File: config.mk
export PLATFORM = sky130hd
export DESIGN_NAME = tick_wave_gen_flat
export DESIGN_NICKNAME = d
export VERILOG_FILES = /design/src/rtl/tick_wave_gen_if.sv /design/src/rtl/tick_wave_gen.sv /design/src/flat_wrapper.sv
export SDC_FILE = /design/constraint.sdc
export NUM_CORES = 1
export LEC_CHECK = 0
export BUFFER_PORTS_ARGS = -buffer_cell sky130_fd_sc_hd__buf_2
export CORE_UTILIZATION = 65
export DETAILED_ROUTE_END_ITERATION = 6
export PLACE_DENSITY_LB_ADDON = 0.25
export SLEW_MARGIN = 20
export SYNTH_ARGS = -nofsm -noshare
export SYNTH_HDL_FRONTEND = slang
export SYNTH_SLANG_ARGS = --single-unit
export TNS_END_PERCENT = 1
File: constraint.sdc
create_clock -name clk100 -period 5 [get_ports clk100]
set_clock_uncertainty 0.05 [all_clocks]
set_input_delay 0.5 -clock clk100 [delete_from_list [all_inputs] [get_ports clk100]]
set_output_delay 0.5 -clock clk100 [all_outputs]
set_load 0.005 [all_outputs]
File: src/rtl/tick_wave_gen_if.sv
// Configuration handshake bundle for tick_wave_gen: the requested period and high time,
// offered with cfg_valid and accepted on cfg_ready.
interface tick_wave_gen_if #(
  parameter int CNT_W = 8
);
  logic             cfg_valid;
  logic             cfg_ready;
  logic [CNT_W-1:0] cfg_period;
  logic [CNT_W-1:0] cfg_high;

  modport master (output cfg_valid, output cfg_period, output cfg_high, input cfg_ready);
  modport slave  (input cfg_valid, input cfg_period, input cfg_high, output cfg_ready);
endinterface

File: src/rtl/tick_wave_gen.sv
// Programmable tick strobe / square-wave generator with a one-deep pending config slot and lock status.
// Optional macro TICK_WAVE_GEN_SYNC_EN inserts a 2-flop synchronizer on enable.
module tick_wave_gen #(
  parameter int CNT_W        = 8,
  parameter int DEF_PERIOD   = 10,
  parameter int DEF_HIGH     = 5,
  parameter int LOCK_PERIODS = 4
) (
  input  logic           clk100,
  input  logic           rst,
  input  logic           enable,
  tick_wave_gen_if.slave cfg,
  output logic           tick,
  output logic           wave_out,
  output logic           running,
  output logic           locked
);

  localparam int LOCK_W = $clog2(LOCK_PERIODS + 1);

  typedef enum logic [1:0] {
    ST_IDLE  = 2'd0,
    ST_RUN   = 2'd1,
    ST_DRAIN = 2'd2
  } state_e;

  // Smallest legal period is 2 so the wave always has both a high and a low cycle.
  function automatic logic [CNT_W-1:0] clamp_period(input logic [CNT_W-1:0] p);
    logic [CNT_W-1:0] r;
    if (p < CNT_W'(2)) r = CNT_W'(2);
    else               r = p;
    return r;
  endfunction

  function automatic logic [CNT_W-1:0] clamp_high(input logic [CNT_W-1:0] h,
                                                  input logic [CNT_W-1:0] p);
    logic [CNT_W-1:0] r;
    if (h == {CNT_W{1'b0}}) r = CNT_W'(1);
    else                    r = h;
    if (r >= p) r = p - CNT_W'(1);
    return r;
  endfunction

  state_e            state_q, state_d;
  logic [CNT_W-1:0]  cnt_q, cnt_d;
  logic [CNT_W-1:0]  per_q, per_d;
  logic [CNT_W-1:0]  high_q, high_d;
  logic              pend_valid_q, pend_valid_d;
  logic [CNT_W-1:0]  pend_per_q, pend_per_d;
  logic [CNT_W-1:0]  pend_high_q, pend_high_d;
  logic [LOCK_W-1:0] lock_q, lock_d;

  logic             en_s;
  logic             cfg_accept_s;
  logic             last_s;
  logic [CNT_W-1:0] new_per_s;
  logic [CNT_W-1:0] new_high_s;

`ifdef TICK_WAVE_GEN_SYNC_EN
  (* ASYNC_REG = "TRUE" *) logic en_meta_q;
  (* ASYNC_REG = "TRUE" *) logic en_sync_q;

  // Two-stage synchronizer for an enable coming from another clock domain.
  always_ff @(posedge clk100 or posedge rst) begin
    if (rst) begin
      en_meta_q <= 1'b0;
      en_sync_q <= 1'b0;
    end else begin
      en_meta_q <= enable;
      en_sync_q <= en_meta_q;
    end
  end
  assign en_s = en_sync_q;
`else
  assign en_s = enable;
`endif

  assign cfg.cfg_ready = ~pend_valid_q;
  assign cfg_accept_s  = cfg.cfg_valid & ~pend_valid_q;
  assign new_per_s     = clamp_period(cfg.cfg_period);
  assign new_high_s    = clamp_high(cfg.cfg_high, new_per_s);
  assign last_s        = (cnt_q == (per_q - CNT_W'(1)));

  assign running  = (state_q != ST_IDLE);
  assign tick     = running & last_s;
  assign wave_out = running & (cnt_q < high_q);
  assign locked   = (lock_q == LOCK_W'(LOCK_PERIODS));

  // Next-state, phase counter, config slots and lock counter.
  always_comb begin
    state_d      = state_q;
    cnt_d        = cnt_q;
    per_d        = per_q;
    high_d       = high_q;
    pend_valid_d = pend_valid_q;
    pend_per_d   = pend_per_q;
    pend_high_d  = pend_high_q;
    lock_d       = lock_q;

    case (state_q)
      ST_IDLE: begin
        cnt_d  = {CNT_W{1'b0}};
        lock_d = {LOCK_W{1'b0}};
        if (cfg_accept_s) begin
          per_d  = new_per_s;
          high_d = new_high_s;
        end else begin
          per_d  = per_q;
        end
        if (en_s) state_d = ST_RUN;
        else      state_d = ST_IDLE;
      end
      ST_RUN, ST_DRAIN: begin
        if (last_s) cnt_d = {CNT_W{1'b0}};
        else        cnt_d = cnt_q + CNT_W'(1);

        if (last_s && (state_q == ST_RUN) && (lock_q != LOCK_W'(LOCK_PERIODS))) begin
          lock_d = lock_q + LOCK_W'(1);
        end else begin
          lock_d = lock_q;
        end

        // An enable seen in DRAIN resumes RUN without disturbing the phase.
        if (en_s) begin
          state_d = ST_RUN;
        end else if (last_s) begin
          state_d = ST_IDLE;
          lock_d  = {LOCK_W{1'b0}};
        end else begin
          state_d = ST_DRAIN;
        end

        if (last_s && pend_valid_q) begin
          per_d        = pend_per_q;
          high_d       = pend_high_q;
          pend_valid_d = 1'b0;
          lock_d       = {LOCK_W{1'b0}};
        end else begin
          pend_valid_d = pend_valid_q;
        end

        // Accept only happens with the slot empty, so it never collides with a load.
        if (cfg_accept_s) begin
          pend_valid_d = 1'b1;
          pend_per_d   = new_per_s;
          pend_high_d  = new_high_s;
        end else begin
          pend_per_d   = pend_per_q;
        end
      end
      default: begin
        state_d = ST_IDLE;
        cnt_d   = {CNT_W{1'b0}};
        lock_d  = {LOCK_W{1'b0}};
      end
    endcase
  end

  // State and datapath registers.
  always_ff @(posedge clk100 or posedge rst) begin
    if (rst) begin
      state_q      <= ST_IDLE;
      cnt_q        <= {CNT_W{1'b0}};
      per_q        <= CNT_W'(DEF_PERIOD);
      high_q       <= CNT_W'(DEF_HIGH);
      pend_valid_q <= 1'b0;
      pend_per_q   <= {CNT_W{1'b0}};
      pend_high_q  <= {CNT_W{1'b0}};
      lock_q       <= {LOCK_W{1'b0}};
    end else begin
      state_q      <= state_d;
      cnt_q        <= cnt_d;
      per_q        <= per_d;
      high_q       <= high_d;
      pend_valid_q <= pend_valid_d;
      pend_per_q   <= pend_per_d;
      pend_high_q  <= pend_high_d;
      lock_q       <= lock_d;
    end
  end

endmodule
File: src/flat_wrapper.sv
// flat-port wrapper written by rule: the top's interface ports become plain ports
module tick_wave_gen_flat 
#(
  parameter int CNT_W        = 8,
  parameter int DEF_PERIOD   = 10,
  parameter int DEF_HIGH     = 5,
  parameter int LOCK_PERIODS = 4
)
  (clk100, rst, enable, tick, wave_out, running, locked, cfg_cfg_valid, cfg_cfg_period, cfg_cfg_high, cfg_cfg_ready);
  tick_wave_gen_if #(.CNT_W(CNT_W)) cfg_i ();
  input  logic clk100;
  input  logic rst;
  input  logic enable;
  output logic tick;
  output logic wave_out;
  output logic running;
  output logic locked;
  input wire logic [$bits(cfg_i.cfg_valid)-1:0] cfg_cfg_valid;
  input wire logic [$bits(cfg_i.cfg_period)-1:0] cfg_cfg_period;
  input wire logic [$bits(cfg_i.cfg_high)-1:0] cfg_cfg_high;
  output wire logic [$bits(cfg_i.cfg_ready)-1:0] cfg_cfg_ready;
  assign cfg_i.cfg_valid = cfg_cfg_valid;
  assign cfg_i.cfg_period = cfg_cfg_period;
  assign cfg_i.cfg_high = cfg_cfg_high;
  assign cfg_cfg_ready = cfg_i.cfg_ready;
  tick_wave_gen #(.CNT_W(CNT_W), .DEF_PERIOD(DEF_PERIOD), .DEF_HIGH(DEF_HIGH), .LOCK_PERIODS(LOCK_PERIODS)) u_core (.clk100(clk100), .rst(rst), .enable(enable), .cfg(cfg_i), .tick(tick), .wave_out(wave_out), .running(running), .locked(locked));
endmodule
==> results.md, run 1 <==
- Die Y: 70.4 um
- Synthesized area per cell: 9.11 sq um
- Worst R2R Setup Slack: 2.00 ns
- Setup-failing EPs final: 0
- Worst R2R Path Depth: 8
- Diodes inserted: 0
- DR pass1 iterations: 4
- Final ANT Viol Nets: 0
- Internal Power: 1120 uW
- Routed WL per cell: 16.2 um
- Cell taking the most area after synthesis: dfrtp_1
- Status: finished, final reports clean
- Distinct cells, synth: 54
- Worst VDD drop: 384 uV
- Gp weighted congestion: 0.969
- Share of the synthesized area in the top cell type: 34.5%
- Resize count post-CTS: 0
- Vias: 2382
- Most frequent cells in the layout: dfrtp_1, nand2_1, inv_1, o21ai_0, buf_2
- Postcts setup bufs: 0
- Synth top area cells: dfrtp_1, ha_1, nand2_1
- CP max stage cell: or4_1
- Via density: 5.97
- Synth Instances: 334
- Synth async-reset ratio: 100%
- Clock tree buffer depth: 2
- Hold Fails Final Rpt: 0
- Die area: 4960 sq um
- CTS tree: built
- Reg-to-reg endpoint: u_core.high_q[7]
- Core area: 4410 sq um
- Hold endpoint: u_core.state_q[1]
- Initial DRC count: 131
- Global-route wire length before repair: 11400 um
- RSZ-0062 raised after global routing: false
- Reg2reg start: u_core.per_q[0]
- Fin crit period: 3.71 ns
- Pwr Density: 567 nW/um^2
- Hold path depth: 2
- # DRC: 0
- Max Clock Freq: 270 MHz
- Commonest non-fill, non-tap cell in the layout: dfrtp_1
- Dpl cells: 392
- Setup crit end kind: flip-flop
- Synthesis warning total: 0
- Final period utilization: 74.2%
- Row count: 24
- Switching share of power: 39.6%
- Max Cap Viol: 0
- Starting Density: 69.0%
- Worst Setup Start Kind: primary input
- Seq pwr share: 35.6%
- Clk sink count: 46
- Req. time, crit path: 5.13 ns
- Setup CP Type: in2reg
- Max_slew headroom: 35.3%
- Worst path max stage delay: 0.61 ns
- CTS root buf: clkbuf_8
- Leakage: 0.00157 uW
- Clock share of power: 15.1%
- CP Buf/Inv Count: 2
- Post-DP HPWL: 4670 um
- CP top delay family: compound AO/OA/AOI/OAI gates
- Post-Route WL: 6450 um
- Flops & latches, synth: 46
- Final Max Slew Viols: 0
- Nets: 390
- Hold WC Path Type: in2reg
- Setup Total Neg Slack: 0 ns
- Hold-fix buffer count after cts: 0
- Clk Latency, worst-skew pair: 0.29 ns
- GRT Total Usage: 29.2%
- NetSw: 730 uW
- Die Wd: 70.4 um
- Pin count of the biggest net entering global routing: 47
- Combinational share of power: 49.3%
- CTS Buf Count: 5
- Critical-path cell list: buf_2 -> or4_1 -> o41ai_1 -> inv_1 -> ha_1 -> nand2b_1 -> a211oi_1 -> o211ai_1 -> a21oi_1 -> o31ai_1 -> mux2_2
- Synthesis-to-layout area growth: 6.95%
- Critical path fanouts, max: 12
- Vias in the first global route: 2390
- Fraction of layout cells with a size suffix above 1: 16.7%
- Non-Filler Instances: 399
- Post-synth EDFFs: 0
- Data arrival time of the critical path: 3.84 ns
- Hold path startpoint: enable
- H-tree levels: 2
- Synth Net Count: 377
- Slew @ Worst Pin: 0.968 ns
- Top-Level Pins: 25
- Sequential area share after synthesis: 38.0%
- Grt total ovfl: 0
- Area of the mapped netlist: 3040 sq um
- Clock transition at the registers of the reported paths: 0.08 ns
- Main synth FF type: dfrtp_1
- Initial antenna violation count: 0
- Port bufs: 24
==> power groups by stage <==
| stage | sequential (uW) | clock, uW | combinational [uW] |
|---|---|---|---|
| 2_1_floorplan | 618 | 0 | 774 |
| 3_3_place_gp | 655 | 0 | 873 |
| 3_5_place_dp | 663 | 0 | 901 |
| 4_1_cts | 658 | 282 | 913 |
| 5_1_grt | 676 | 297 | 1030 |
| 6_report | 658 | 278 | 910 |
==> kinds of logic after synthesis <==
logic type / count (synthesis) / share of synthesized area, %
buffers and inverters: 50 / 7.03
AO/OA/AOI/OAI: 82 / 18.6
XOR/XNOR: 20 / 5.75
multiplexers: 13 / 5.18
adder cells (fa/ha/maj): 23 / 9.45
AND/OR/NAND/NOR: 100 / 16.0
flip-flops: 46 / 38.0
==> state kept, by name, indices dropped and copies added (netlist names) <==
register / cells
u_core.lock_q: 3
u_core.pend_high_q: 8
u_core.high_q: 8
u_core.state_q: 2
u_core.cnt_q: 8
u_core.per_q: 8
u_core.pend_valid_q: 1
u_core.pend_per_q: 8
==> worst max-delay path by stage <==
stage | startpoint | to | slack [ns] | cells after the start
floorplan | cfg_cfg_period[2] | u_core.high_q[2] | 1.57 | 11
global placement | cfg_cfg_period[2] | u_core.high_q[1] | 1.15 | 11
detailed placement | cfg_cfg_period[2] | u_core.high_q[1] | 1.06 | 11
CTS | cfg_cfg_period[2] | u_core.high_q[1] | 1.36 | 11
global route | cfg_cfg_period[2] | u_core.high_q[1] | 0.98 | 11
finish | cfg_cfg_period[2] | u_core.high_q[6] | 1.29 | 11
==> per-stage QoR <==
stage	instance area, sq um	utilization [%]	hold WS, ns	power, uW	setup WS (ns)
after detailed placement	3140	71.2	0.416	1560	1.06
final	3260	73.8	0.320	1850	1.29
after global placement	3140	71.2	0.405	1530	1.15
after global routing	3260	73.8	0.314	2000	0.982
after CTS	3260	73.8	0.311	1850	1.36
after floorplan	3040	-	0.392	1390	1.57
==> synth_stat cells, types with 2 or more instances <==
cell       n
a211o_1    2
a211oi_1   3
a21o_1     6
a21oi_1   11
a311oi_1   4
a31oi_1    3
and2_1     4
and2b_1    2
and3_1     3
buf_1      2
clkbuf_1  14
clkbuf_2   2
dfrtp_1   42
dfstp_2    4
ha_1      23
inv_1     30
mux2_2     6
mux2_4     4
mux2i_1    3
nand2_1   38
nand2b_1   3
nand3_1    8
nor2_1    17
nor3_1    12
nor4_1     3
o21ai_0   26
o221a_2    2
o31a_1     2
o31ai_1    7
o32a_1     3
o32ai_1    2
or3_1      2
or4_1      2
xnor2_1   10
xor2_1    10
==> metal layers <==
layer | vias up | part of all wire, % | track usage (%)
met1 | 1144 | 46 | 39.5
met5 | - | 0 | 0
li1 | 1190 | - | -
met2 | 44 | 50 | 48.8
met4 | 0 | 0.74 | 8.44
met3 | 4 | 2.7 | 4.04
==> layout make-up <==
| cell class | instances | area [sq um] |
|---|---|---|
| clock buffers | 6 | 82.6 |
| clock inverters | 1 | 30.0 |
| fillers | 328 | 1160 |
| inverters | 30 | 113 |
| multi-input cells | 238 | 1670 |
| flip-flops and latches | 46 | 1160 |
| well taps | 52 | 65.1 |
| repair buffers | 26 | 135 |
==> worst register-to-register path, delay by kind of cell, from the launching register on <==
kind	cells	cell delay [ns]
adders and majority gates	1	0.18
buffers and inverters	1	0.10
muxes	1	0.41
AOI/OAI and AO/OA	3	1.11
and+or+nand+nor	2	0.61
DFF	1	0.42
No activity file was read; power rests on OpenSTA's default activity.
==> run 2: changes to the inputs <==
- CORE_UTILIZATION: 65 -> 60
- clock period: 5 -> 3.63 ns (I/O delays scaled with it)
==> results.md, run 2 (synthesized netlist as in run 1, its figures left out) <==
- Setup crit end kind: flip-flop
- Diodes inserted: 0 (unchanged)
- Top-Level Pins: 25 (unchanged)
- Die Wd: 73.2 um (+4.0%)
- Hold endpoint: u_core.state_q[1]
- Hold Fails Final Rpt: 0 (unchanged)
- Hold path startpoint: enable
- DR pass1 iterations: 4 (unchanged)
- Worst Hold Slack: 0.190 ns (-0.129 ns)
- Final Max Slew Viols: 0 (unchanged)
- Vias: 2400 (+0.76%)
- Post-Route WL: 6190 um (-3.9%)
- Pin count of the biggest net entering global routing: 47 (unchanged)
- Resize count post-CTS: 0 (unchanged)
- Die Y: 73.2 um (+4.0%)
- Non-Filler Instances: 418 (+4.8%)
- Postcts setup bufs: 0 (unchanged)
- Final period utilization: 83.7%
- Leakage: 0.00157 uW (+0.31%)
- Post-Layout Inst Area: 3280 sq um (+0.61%)
- Clk Latency, worst-skew pair: 0.30 ns (about the same)
- Setup-failing EPs final: 0 (unchanged)
- Data arrival time of the critical path: 3.17 ns (-0.67 ns)
- Reg-to-reg endpoint: u_core.high_q[5]
- Clock tree buffer depth: 2 (unchanged)
- Vias in the first global route: 2253 (-5.7%)
- Grt total ovfl: 0 (unchanged)
- Nets: 393 (+0.77%)
- Via density: 5.74 (-3.8%)
- Post-DP HPWL: 4650 um (-0.48%)
- Worst VDD drop: 516 uV (+35%)
- Critical path fanouts, max: 12 (unchanged)
- Status: finished, final reports clean
- Clock transition at the registers of the reported paths: 0.08 ns (about the same)
- Max Clock Freq: 329 MHz
- H-tree levels: 2 (unchanged)
- GRT Total Usage: 25.6% (-3.7 points)
- Worst R2R Path Depth: 8 (unchanged)
- Synthesis-to-layout area growth: 7.60%
- Core area: 4820 sq um (+9.1%)
- Worst Setup Start Kind: primary input
- Most frequent cells in the layout: dfrtp_1, nand2_1, inv_1, o21ai_0, buf_2
- Fin crit period: 3.04 ns
- Die area: 5360 sq um (+8.1%)
- Hold-fix buffer count after cts: 0 (unchanged)
- CTS root buf: clkbuf_8
- Req. time, crit path: 3.76 ns (-1.37 ns)
- Dpl cells: 410 (+4.6%)
- # DRC: 0 (unchanged)
- Fraction of layout cells with a size suffix above 1: 17.4% (+0.66 points)
- Initial DRC count: 203 (+55%)
- Max_slew headroom: 35.2% (-0.18 points)
- Global-route wire length before repair: 10400 um (-8.3%)
- CTS Buf Count: 5 (unchanged)
- Max Cap Viol: 0 (unchanged)
- Initial antenna violation count: 0 (unchanged)
- Routed WL per cell: 14.8 um (-8.3%)
- Hold path depth: 2 (unchanged)
- RSZ-0062 raised after global routing: false
- Worst R2R Setup Slack: 0.68 ns (-1.32 ns)
- Reg2reg start: u_core.per_q[0]
- Post-DP Area: 3180 sq um (+1.3%)
- Setup CP Type: in2reg
- Port bufs: 24 (unchanged)
- Starting Density: 63.2% (-5.8 points)
- Slew @ Worst Pin: 0.970 ns (+0.00269 ns)
- Setup Total Neg Slack: 0 ns (unchanged)
- Final core utilization: 68.0% (-5.8 points)
- Hold WC Path Type: in2reg
- Pwr Density: 751 nW/um^2 (+32%)
- CTS tree: built
- Final ANT Viol Nets: 0 (unchanged)
- Gp weighted congestion: 0.937 (-3.3%)
- Commonest non-fill, non-tap cell in the layout: dfrtp_1
- Clk sink count: 46 (unchanged)
- Row count: 25 (+4.2%)
## run 2: per-layer routing
metal / up-vias / GRT usage, % / part of all wire, %
met4: 0 / 8.50 / 1.2
met2: 47 / 41.8 / 49
li1: 1200 / - / -
met5: - / 0 / 0
met1: 1146 / 34.8 / 46
met3: 7 / 3.73 / 3.5
## run 2: through the flow
stage / setup slack, ns / total power, uW
2_1_floorplan: 0.338 / 1920
3_3_place_gp: 0.352 / 2100
3_5_place_dp: 0.313 / 2150
4_1_cts: 0.626 / 2470
5_1_grt: 0.392 / 2660
6_report: 0.593 / 2460
## run 2: layout make-up
| cell class | instances | area (sq um) |
|---|---|---|
| Clock inverter | 1 | 5.00 |
| Clock buffer | 7 | 86.3 |
| Inverter | 30 | 113 |
| Multi-Input combinational cell | 238 | 1670 |
| Sequential cell | 46 | 1160 |
| Fill cell | 409 | 1540 |
| Timing Repair Buffer | 29 | 158 |
| Tap cell | 67 | 83.8 |
## run 2: worst max-delay path by stage
stage | slack (ns) | depth (start not counted) | start | endpoint
after detailed placement | 0.31 | 12 | cfg_cfg_period[2] | u_core.high_q[1]
after global placement | 0.35 | 12 | cfg_cfg_period[2] | u_core.high_q[1]
final | 0.59 | 12 | cfg_cfg_period[2] | u_core.high_q[1]
after CTS | 0.63 | 12 | cfg_cfg_period[2] | u_core.high_q[1]
after global routing | 0.39 | 12 | cfg_cfg_period[2] | u_core.high_q[5]
after floorplan | 0.34 | 11 | cfg_cfg_period[2] | u_core.high_q[2]
## run 2: critical path, stage by stage
cell and delay [ns]:
buf_2 0.10, or4_1 0.55, o41ai_1 0.33, inv_1 0.11, ha_1 0.29, nand2b_1 0.14
a211oi_1 0.30, o211ai_1 0.15, buf_4 0.20, a21oi_1 0.18, a311oi_1 0.08, o32a_1 0.37
## run 2: power by group
| group | internal (uW) | total (uW) | leakage [uW] | switching (uW) |
|---|---|---|---|---|
| combinational | 577 | 1240 | 0.000949 | 658 |
| sequential | 740 | 905 | 0.000575 | 165 |
| clock | 154 | 319 | 0.0000482 | 166 |
==> run 3: changes to the inputs <==
- clock period: 3.63 -> 3.14 ns (I/O delays scaled with it)
==> results.md, run 3 (synthesized netlist as in run 1, its figures left out) <==
- Max_slew headroom: 36.8% (+1.6 points)
- NetSw: 1160 uW (+18%)
- Starting Density: 63.2% (unchanged)
- Worst Setup Slack, final: 0.215 ns (-0.378 ns)
- Worst path max stage delay: 0.56 ns (about the same)
- Grt total ovfl: 0 (unchanged)
- Non-Filler Instances: 425 (+1.7%)
- Resize count post-CTS: 0 (unchanged)
- Fraction of layout cells with a size suffix above 1: 19.0% (+1.6 points)
- Worst R2R Setup Slack: 0.28 ns (-0.40 ns)
- Req. time, crit path: 3.27 ns (-0.49 ns)
- Fin crit period: 2.92 ns
- Worst VDD drop: 468 uV (-9.3%)
- CP max stage cell: or4_1
- Seq pwr share: 35.5% (-1.3 points)
- Critical-path cell list: buf_2 -> or4_1 -> o41ai_2 -> inv_1 -> ha_1 -> nand2b_1 -> a211oi_1 -> o211ai_1 -> a21oi_1 -> a311oi_1 -> o32a_1
- Vias in the first global route: 2315 (+2.8%)
- Hold WC Path Type: in2reg
- Post-DP HPWL: 4900 um (+5.5%)
- Setup-failing EPs final: 0 (unchanged)
- Data arrival time of the critical path: 3.06 ns (-0.11 ns)
- Clk Latency, worst-skew pair: 0.30 ns (about the same)
- Clk sink count: 46 (unchanged)
- Most frequent cells in the layout: dfrtp_1, nand2_1, inv_1, o21ai_0, buf_2
- Pwr Density: 876 nW/um^2 (+17%)
- Slew @ Worst Pin: 0.946 ns (-0.0238 ns)
- Final Max Slew Viols: 0 (unchanged)
- Vias: 2406 (+0.25%)
- Initial DRC count: 148 (-27%)
- RSZ-0062 raised after global routing: false
- Die area: 5360 sq um (unchanged)
- CP Buf/Inv Count: 2 (-1)
- Worst Setup Start Kind: primary input
- Hold Fails Final Rpt: 0 (unchanged)
- Setup CP Type: in2reg
- Commonest non-fill, non-tap cell in the layout: dfrtp_1
- Port bufs: 24 (unchanged)
- CP top delay family: compound AO/OA/AOI/OAI gates
- GRT Total Usage: 26.9% (+1.4 points)
- Top-Level Pins: 25 (unchanged)
- Leakage: 0.00162 uW (+2.8%)
- # DRC: 0 (unchanged)
- Dpl cells: 416 (+1.5%)
- Die Y: 73.2 um (unchanged)
- Setup crit end kind: flip-flop
- Clock tree buffer depth: 2 (unchanged)
- Max Clock Freq: 342 MHz
- Core area: 4820 sq um (unchanged)
- Nets: 400 (+1.8%)
- Final period utilization: 93.2%
- Diodes inserted: 0 (unchanged)
- Gp weighted congestion: 0.863 (-7.9%)
- Clock transition at the registers of the reported paths: 0.09 ns (about the same)
- Pin count of the biggest net entering global routing: 39 (-17%)
- Clock share of power: 15.0% (+2.0 points)
- CTS root buf: clkbuf_8
- Max Cap Viol: 0 (unchanged)
- Synthesis-to-layout area growth: 10.4%
- Critical path fanouts, max: 7 (-5)
- CTS Buf Count: 5 (unchanged)
- Internal Power: 1780 uW (+21%)
- Row count: 25 (unchanged)
- H-tree levels: 2 (unchanged)
- Final core utilization: 69.7% (+1.7 points)
- Via density: 5.66 (-1.4%)
- Post-Route WL: 6380 um (+3.0%)
- Final ANT Viol Nets: 0 (unchanged)
- Switching share of power: 39.5% (-0.72 points)
- Routed WL per cell: 15.0 um (+1.3%)
- Post-Place Setup Slack: -0.0646 ns (-0.378 ns)
- Combinational share of power: 49.5% (-0.7 points)
- DR pass1 iterations: 4 (unchanged)
- Initial antenna violation count: 0 (unchanged)
- CTS tree: built
- Global-route wire length before repair: 10900 um (+4.7%)
- Die Wd: 73.2 um (unchanged)
- Status: finished, final reports clean
run 3: final cells by class:
class	instances	area, sq um
repair buffers	36	213
flip-flops and latches	46	1160
fillers	404	1460
multi-input cells	238	1680
inverters	30	113
clock inverters	3	43.8
well taps	67	83.8
clock buffers	5	68.8
run 3: worst reg2reg max path: cells and delay by family, from the launching register on:
family                   cells  cell delay [ns]
AO/OA/AOI/OAI                3             1.03
adder cells (fa/ha/maj)      1             0.18
buffers and inverters        2             0.33
flip-flops                   1             0.42
multiplexers                 1             0.20
AND/OR/NAND/NOR              2             0.59
run 3: stage by stage:
step	TNS, ns	instance area, sq um	total power (uW)	hold WS, ns
after global placement	0	3240	2450	0.318
after CTS	0	3360	2960	0.112
after detailed placement	-0.111	3240	2510	0.330
final	0	3360	2940	0.123
after floorplan	0	3050	2220	0.337
after global routing	0	3360	3170	0.118
run 3: worst paths after layout:
| kind | start | end | cells after the start |
|---|---|---|---|
| min in group asynchronous | rst | u_core.pend_high_q[4] | 3 |
| hold / removal | enable | u_core.state_q[1] | 2 |
| hold reg to reg | u_core.pend_high_q[7] | u_core.pend_high_q[7] | 2 |
| max in group asynchronous | rst | u_core.per_q[1] | 4 |
| setup reg to reg | u_core.per_q[0] | u_core.high_q[0] | 9 |
| setup / recovery | cfg_cfg_period[2] | u_core.high_q[1] | 11 |
run 3: power groups by stage:
stage	clock network, uW	registers (uW)	logic (uW)
2_1_floorplan	0	984	1230
3_3_place_gp	0	1040	1410
3_5_place_dp	0	1050	1460
4_1_cts	450	1040	1470
5_1_grt	470	1070	1630
6_report	441	1040	1460
run 3: per-layer routing:
metal / GRT usage (%) / share of wire [%] / up-vias
met4: 9.15 / 1.8 / 0
li1: - / - / 1222
met2: 45.9 / 49 / 28
met3: 3.45 / 2.3 / 11
met1: 35.4 / 47 / 1145
met5: 0 / 0 / -
run 3: repair_timing:
action | in CTS | in global routing
hold endpoints to repair | 6 | 0
setup buffers | 0 | 0
hold buffers | 1 | 0
